<file path="config.mk">
export PLATFORM = sky130hd
export DESIGN_NAME = mem_access_ctrl
export DESIGN_NICKNAME = d
export VERILOG_FILES = /design/src/rtl/mem_access_ctrl.sv
export SDC_FILE = /design/constraint.sdc
export NUM_CORES = 1
export LEC_CHECK = 0
export ABC_AREA = 1
export CELL_PAD_IN_SITES_DETAIL_PLACEMENT = 1
export CELL_PAD_IN_SITES_GLOBAL_PLACEMENT = 1
export CORE_AREA = 2 2 143 145
export CTS_BUF_LIST = sky130_fd_sc_hd__clkbuf_4
export DETAILED_ROUTE_END_ITERATION = 10
export DIE_AREA = 0 0 145 147
export DONT_BUFFER_PORTS = 1
export PLACE_DENSITY = 0.56
export SETUP_SLACK_MARGIN = 0.4
export SYNTH_ARGS = -nofsm -noshare
export SYNTH_HDL_FRONTEND = slang
export SYNTH_SLANG_ARGS = --single-unit
</file>
<file path="constraint.sdc">
create_clock -name clk -period 6.3 [get_ports clk]
set_clock_uncertainty 0.1 [all_clocks]
set_input_delay 1.26 -clock clk [delete_from_list [all_inputs] [get_ports clk]]
set_output_delay 1.26 -clock clk [all_outputs]
set_load 0.02 [all_outputs]
</file>
<file path="src/rtl/mem_access_ctrl.sv">
// Multi-cycle load/store sequencer for the memory stage. It accepts one memory op, checks it,
// runs the bus request and read-data handshakes, and returns the result on a valid/ready port.
module mem_access_ctrl #(
    parameter int unsigned TIMEOUT = 255,
    parameter int unsigned CNT_W   = 8
) (
    input  logic        clk,
    input  logic        rst,

    input  logic        req_valid,
    output logic        req_ready,
    input  logic [11:0] req_code,
    input  logic [31:0] req_addr,
    input  logic [31:0] req_rt,

    output logic [11:0] lane_code,
    output logic [1:0]  lane_ea,
    output logic [31:0] lane_mem_in,
    output logic [31:0] lane_reg_in,
    input  logic [31:0] lane_load_data,
    input  logic [31:0] lane_store_data,
    input  logic [3:0]  lane_strb,

    output logic [31:0] Address,
    output logic        MemRead,
    output logic        MemWrite,
    output logic [31:0] Write_data,
    output logic [3:0]  Write_strb,
    input  logic        Mem_Req_Ack,
    input  logic [31:0] Read_data,
    input  logic        Read_data_Valid,
    output logic        Read_data_Ready,

    output logic        resp_valid,
    input  logic        resp_ready,
    output logic [31:0] resp_data,
    output logic [1:0]  resp_err
);

    typedef enum logic [1:0] {
        StIdle,
        StReq,
        StRdw,
        StResp
    } state_e;

    localparam logic [1:0] ErrOk      = 2'b00;
    localparam logic [1:0] ErrAlign   = 2'b01;
    localparam logic [1:0] ErrCode    = 2'b10;
    localparam logic [1:0] ErrTimeout = 2'b11;

    localparam bit               TimeoutEn = (TIMEOUT != 0);
    localparam logic [CNT_W-1:0] CntLast   = CNT_W'(TIMEOUT - 1);

    state_e            state_q, state_d;
    logic [11:0]       code_q, code_d;
    logic [31:0]       addr_q, addr_d;
    logic [31:0]       rt_q, rt_d;
    logic [31:0]       mem_q, mem_d;
    logic [CNT_W-1:0]  cnt_q, cnt_d;
    logic [1:0]        err_q, err_d;

    logic code_onehot;
    logic need_word_align;
    logic need_half_align;
    logic misaligned;
    logic is_load;
    logic timeout_hit;

    // Legality is judged on the incoming request so the error path never touches the bus.
    assign code_onehot     = (req_code != 12'd0) && ((req_code & (req_code - 12'd1)) == 12'd0);
    assign need_word_align = req_code[0] | req_code[7];
    assign need_half_align = req_code[3] | req_code[4] | req_code[9];
    assign misaligned      = (need_word_align && (req_addr[1:0] != 2'b00)) ||
                             (need_half_align && req_addr[0]);

    assign is_load     = |code_q[6:0];
    assign timeout_hit = TimeoutEn && (cnt_q == CntLast);

    always_ff @(posedge clk or posedge rst) begin
        if (rst) begin
            state_q <= StIdle;
            code_q  <= '0;
            addr_q  <= '0;
            rt_q    <= '0;
            mem_q   <= '0;
            cnt_q   <= '0;
            err_q   <= '0;
        end else begin
            state_q <= state_d;
            code_q  <= code_d;
            addr_q  <= addr_d;
            rt_q    <= rt_d;
            mem_q   <= mem_d;
            cnt_q   <= cnt_d;
            err_q   <= err_d;
        end
    end

    always_comb begin
        state_d         = state_q;
        code_d          = code_q;
        addr_d          = addr_q;
        rt_d            = rt_q;
        mem_d           = mem_q;
        cnt_d           = cnt_q;
        err_d           = err_q;
        req_ready       = 1'b0;
        MemRead         = 1'b0;
        MemWrite        = 1'b0;
        Read_data_Ready = 1'b0;
        resp_valid      = 1'b0;

        case (state_q)
            StIdle: begin
                req_ready = 1'b1;
                if (req_valid) begin
                    code_d = req_code;
                    addr_d = req_addr;
                    rt_d   = req_rt;
                    mem_d  = '0;
                    cnt_d  = '0;
                    err_d  = ErrOk;
                    if (!code_onehot) begin
                        state_d = StResp;
                        err_d   = ErrCode;
                    end else if (misaligned) begin
                        state_d = StResp;
                        err_d   = ErrAlign;
                    end else begin
                        state_d = StReq;
                    end
                end
            end

            StReq: begin
                MemRead  = is_load;
                MemWrite = !is_load;
                // A handshake landing on the last counted cycle still wins over the timeout.
                if (Mem_Req_Ack) begin
                    cnt_d   = '0;
                    state_d = is_load ? StRdw : StResp;
                end else if (timeout_hit) begin
                    state_d = StResp;
                    err_d   = ErrTimeout;
                end else begin
                    cnt_d = cnt_q + CNT_W'(1);
                end
            end

            StRdw: begin
                Read_data_Ready = 1'b1;
                if (Read_data_Valid) begin
                    mem_d   = Read_data;
                    state_d = StResp;
                end else if (timeout_hit) begin
                    state_d = StResp;
                    err_d   = ErrTimeout;
                end else begin
                    cnt_d = cnt_q + CNT_W'(1);
                end
            end

            StResp: begin
                resp_valid = 1'b1;
                if (resp_ready) begin
                    state_d = StIdle;
                end
            end

            default: begin
                state_d = StIdle;
            end
        endcase

        // State already idles during reset; ready must still read low.
        if (rst) begin
            req_ready = 1'b0;
        end
    end

    assign lane_code   = code_q;
    assign lane_ea     = addr_q[1:0];
    assign lane_mem_in = mem_q;
    assign lane_reg_in = rt_q;

    assign Address    = {addr_q[31:2], 2'b00};
    assign Write_data = rst ? 32'd0 : lane_store_data;
    assign Write_strb = rst ? 4'd0 : lane_strb;

    assign resp_data = ((state_q == StResp) && (err_q == ErrOk) && is_load) ? lane_load_data
                                                                            : 32'd0;
    assign resp_err  = (state_q == StResp) ? err_q : 2'b00;

endmodule

</file>
== After elaboration in Yosys (flattened, before gate mapping) ==
Cells that the tools add are included.

* Register bits: 120
* Latch bits: 0
* Bits in writable memories: 0
* Bits in read-only memories: 0
* Input bits: 182
* Output and inout port bits: 185
* Logic and storage cells: 76
* Memories: 0

* Add/subtract/negate cells: 2
* $mul: 0
* Divide/modulo/power cells: 0
* Order comparisons: 0
* Eq/ne operators: 9
* Shift-type cells: 0
* Mux-type cells: 34
* Bitwise gates (word level): 4
* Reductions and logical operators: 20

{| class="wikitable"
|+ Operators by type and width
! cell !! count
|-
| $mux 32 || 4
|-
| $pmux 32 s2 || 1
|-
| $mux 8 || 4
|-
| $mux 2 || 13
|-
| $pmux 8 s3 || 1
|-
| $and 12x12->12 || 1
|-
| $logic_not 12->1 || 1
|-
| $reduce_bool 12->1 || 1
|-
| $sub 12x1->12 const B || 1
|-
| $ne 2x2->1 const B || 5
|-
| $add 8x1->8 const B || 1
|-
| $eq 8x8->1 const B || 1
|-
| $mux 1 || 8
|-
| $pmux 2 s4 || 1
|-
| $reduce_or 7->1 || 1
|-
| $pmux 2 s3 || 1
|-
| $reduce_and 3->1 || 2
|-
| $logic_and 1x1->1 || 5
|-
| $eq 2x2->1 const B || 2
|-
| $logic_not 2->1 || 2
|-
| $mux 4 || 1
|-
| $reduce_and 2->1 || 2
|-
| $reduce_and 4->1 || 1
|-
| $reduce_bool 2->1 || 2
|-
| 5 further kinds || 7
|}

== Logic depth before layout (Yosys ltp) ==
* Depth after elaboration: 8
* Depth in mapped cells: 12
* Depth with buffers taken out: 12

== Least setup slack after synthesis ==
OpenSTA, ideal clock, no wires.

* Path type: in2out
* From: in rst
* To: out Write_data[15]
* Data arrival time: 1.974 ns
* Data required time: 4.940 ns
* Setup slack: 2.966 ns
* Cell stages on the path: 3
* Buffers on the path: 2
* Cells stage by stage: clkbuf_1 > clkbuf_1 > nor2_1

* Cells in the longest elaborated chain, start to end: 1

{| class="wikitable"
|+ Ends and longest elaborated chain
! element !! RTL line !! text
|-
| start, declared || 8 || <nowiki>input logic rst,</nowiki>
|-
| $mux 32 || 188 || <nowiki>assign Write_data = rst ? 32'd0 : lane_store_data;</nowiki>
|-
| end, declared || 27 || <nowiki>output logic [31:0] Write_data,</nowiki>
|}

Every way passes these cells.

== Final worst setup path ==
* From: reg state_q[0]
* To: out resp_data[25]

* Cells in the longest elaborated chain, start to end: 4

{| class="wikitable"
|+ Ends and longest elaborated chain
! element !! RTL line !! text
|-
| start, declared || 55 || <nowiki>state_e state_q, state_d;</nowiki>
|-
| start signal, assigned || 82 || <nowiki>state_q <= StIdle;</nowiki>
|-
| start signal, assigned || 90 || <nowiki>state_q <= state_d;</nowiki>
|-
| $eq 2x2->1 || 191 || <nowiki>assign resp_data = ((state_q == StResp) && (err_q == ErrOk) && is_load) ? lane_load_data</nowiki>
|-
| $logic_and 1x1->1 (2 in series) || 191 ||
|-
| $mux 32 || 191 ||
|-
| end, declared || 36 || <nowiki>output logic [31:0] resp_data,</nowiki>
|}

Every way passes these cells.

==> metrics.md <==
| Metric | Value |
|---|---|
| Outcome | `completed` |
| First-pass GRT wire length | `26.3 mm` |
| Worst R2R Start | `state_q[0]$_DFFE_PP0P_` |
| RSZ-0062 raised after global routing | `no` |
| Die Area | `0.0213 sq mm` |
| Register bit total from synthesis | `120` |
| Worst path slowest cell | `nor2_1` |
| Commonest non-fill, non-tap cell in the layout | `inv_1` |
| 1st-iter DRT viols | `117` |
| Reg2reg setup slack | `3.92 ns` |
| Synthesized area | `0.00583 sq mm` |
| Clock slew at reported path FFs | `0.14 ns` |
| Post-synth cell types | `29` |
| Design area | `0.00637 sq mm` |
| TritonCTS buffer count | `17` |
| Die H | `approximately 150 um` |
| DRT Pass-1 Iters | `4` |
| Postcts setup bufs | `0` |
| H-tree lvl count | `4` |
| CP startpoint | `state_q[0]$_DFFE_PP0P_` |
| Critical path's largest stage delay | `approximately 0.58 ns` |
| Final setup violation count | `0` |
| Startpoint class of the critical path | `flop` |
| Hold Vio Cnt, Final | `0` |
| Cell Chain, Critical Path | `ha_1 > inv_1 > nor3_1 > nand2_1 > nor2_1` |
| Instance count of the mapped netlist | `644` |
| IO Pins | `367` |
| DR top layer | `met4` |
| Sink Count | `120` |
| Commonest cells after routing, fill and taps aside | `inv_1 (129), dfrtp_1 (120), nor2_1 (88)` |
| LEAKAGE | `3.10 nW` |
| CP endpoint kind | `primary output` |
| Hold-fix buffers, CTS | `0` |
| Met2 wire length | `8.60 mm` |
| Site Rows | `52` |
| Area after DPL | `0.00606 sq mm` |
| Total global routing overflow | `0` |
| Nets@finish | `828` |
| Cts repair resizes | `0` |
| Root Driver | `clkbuf_4` |
| CP delay by family, top | `simple AND/OR/NAND/NOR gates` |
| Largest net degree at the start of global routing | `between 80 and 90` |
| Post-route minimum period | `4.07 ns` |
| Post-DP HPWL | `between 10 and 15 mm` |
| Port Buffer Count | `0` |
| Routed wl met3 | `1.80 mm` |
| Count of pins over their slew limit | `0` |
| Residual DRC | `0` |
| Vias per inst | `4.64` |
| Fin crit share | `64.6%` |
| Hold Startpoint | `cnt_q[7]$_DFFE_PP0P_` |
| CORE AREA | `0.0198 sq mm` |
| Wirelength per Cell | `between 15 and 20 um` |
| Slew HR | `30.2%` |
| Syn avg cell area | `9.05 sq um` |
| Post-route ant nets | `0` |
| Worst Path Arrival | `2.71 ns` |
| Die Wd | `145 um` |
| Routed wire length | `16.9 mm` |
| Tot GR Track Use | `15.7%` |
| Post-route insts no fill | `roughly 920` |
| Fmax | `0.246 GHz` |
| Syn. warnings | `0` |
| HP Class | `reg -> reg` |
| RD Place Congestion | `0.806` |
| Starting utilization of the core area | `29.4%` |
| Required @ worst endpoint | `4.94 ns` |
| Placed cells | `890` |
| CP Class | `reg -> out` |
| Layout cells sized above 1 | `19.0%` |
| Wl on met1 | `6.09 mm` |
| Area grow syn2layout | `9.23%` |
| Util after Layout | `32.1%` |
| PD cells | `roughly 500 mW/mm^2` |
| Worst IR drop on VDD | `0.215 mV` |
| Bufs on Longest Clock Path | `2` |
| CTS tree | `done` |
| Initial antenna violation count | `1` |
| Buf/Inv on CP | `1` |
| Worst-Margin Slew | `approximately 1.0 ns` |
| Seq/Total Area, Yosys | `between 50% and 60%` |
| Vias in the first global route | `4668` |
| Max-cap check violation count | `0` |
| Clock Latency Late Sink | `0.53 ns` |
| Vias | `4285` |
| Max FO, Critical Path | `32` |
| Setup TNS | `0 ns` |
final timing paths:
path | endpoint | depth (start not counted)
max | resp_data[25] | 5
min | cnt_q[7]$_DFFE_PP0P_ | 2
max reg2reg | lane_mem_in[18]$_DFFE_PP0P_ | 8
min reg2reg | cnt_q[7]$_DFFE_PP0P_ | 2
max in group asynchronous | addr_q[23]$_DFFE_PP0P_ | 2
min in group asynchronous | lane_mem_in[2]$_DFFE_PP0P_ | 1
tightest hold or removal path, delay by kind of cell (launching register included):
family           cells  cell delay (ns)
and+or+nand+nor      2             0.13
DFF                  1             0.42
where the power goes:
group          internal [W]  leakage [nW]  total [W]  switching, W
clock              0.000219         0.157   0.000586      0.000367
combinational      0.000362          1.46   0.000867      0.000505
sequential          0.00108          1.49    0.00171      0.000629
total               0.00166          3.10    0.00316       0.00150
cells by family after synthesis:
| family | Yosys count | synth area share [%] |
|---|---|---|
| buf+inv | 165 | 11.2 |
| flops | 120 | 51.5 |
| other cells | 1 | 0.0643 |
| simple gates | 210 | 16.0 |
| fa+ha+maj | 7 | 1.50 |
| compound gates | 75 | 6.93 |
| mux | 66 | 12.7 |
cell type report:
cell class                 count  area, sq um
antenna                        1         2.50
timing repair buffer           3         22.5
tap                          270          338
multi-input combinational    360         2180
clock buffer                  17          128
fill                        2296        13500
inverter                     137          517
clock inverter                15          175
sequential                   120         3000
per-layer routing:
metal,up-vias,track usage [%]
met5,-,0
met2,234,27.8
met3,14,7.67
li1,1988,-
met4,0,5.84
met1,2049,16.0
flip-flops by register name (all words and copies together), names as in the netlist:
name,flops
lane_reg_in,32
lane_mem_in,32
addr_q,32
state_q,2
lane_code,12
cnt_q,8
err_q,2
cells in the mapped netlist:
cell type  instances  area [sq um]
inv_1            130           488
dfrtp_1          120          3000
nor2_1            88           330
mux2_2            66           743
nand2_1           56           210
o21ai_0           50           250
nand3_1           49           245
buf_2             14          70.1
a21oi_1            9          45.0
clkbuf_1           9          33.8
o21ai_1            9          45.0
ha_1               7          87.6
inv_2              6          22.5
buf_4              5          37.5
nor2_2             4          25.0
o22ai_1            4          25.0
nand2_2            3          18.8
nor3_1             3          15.0
nand2_4            2          22.5
a21oi_4            1          16.3
a31oi_1            1          6.26
clkinv_1           1          3.75
conb_1             1          3.75
nand3_2            1          10.0
nand4_1            1          6.26
nor2_4             1          11.3
nor3_4             1          16.3
nor4_4             1          21.3
o21ai_4            1          16.3
stage by stage:
step | hold slack, ns | setup slack [ns] | total power (W)
finish | 0.464 | 2.23 | 0.00316
global route | 0.486 | 1.97 | 0.00339
global placement | 0.420 | 2.94 | 0.00257
floorplan | 0.387 | 1.34 | 0.00237
CTS | 0.461 | 2.17 | 0.00323
detailed placement | 0.430 | 2.80 | 0.00261
Note: power is estimated with default switching activity, not from simulation.
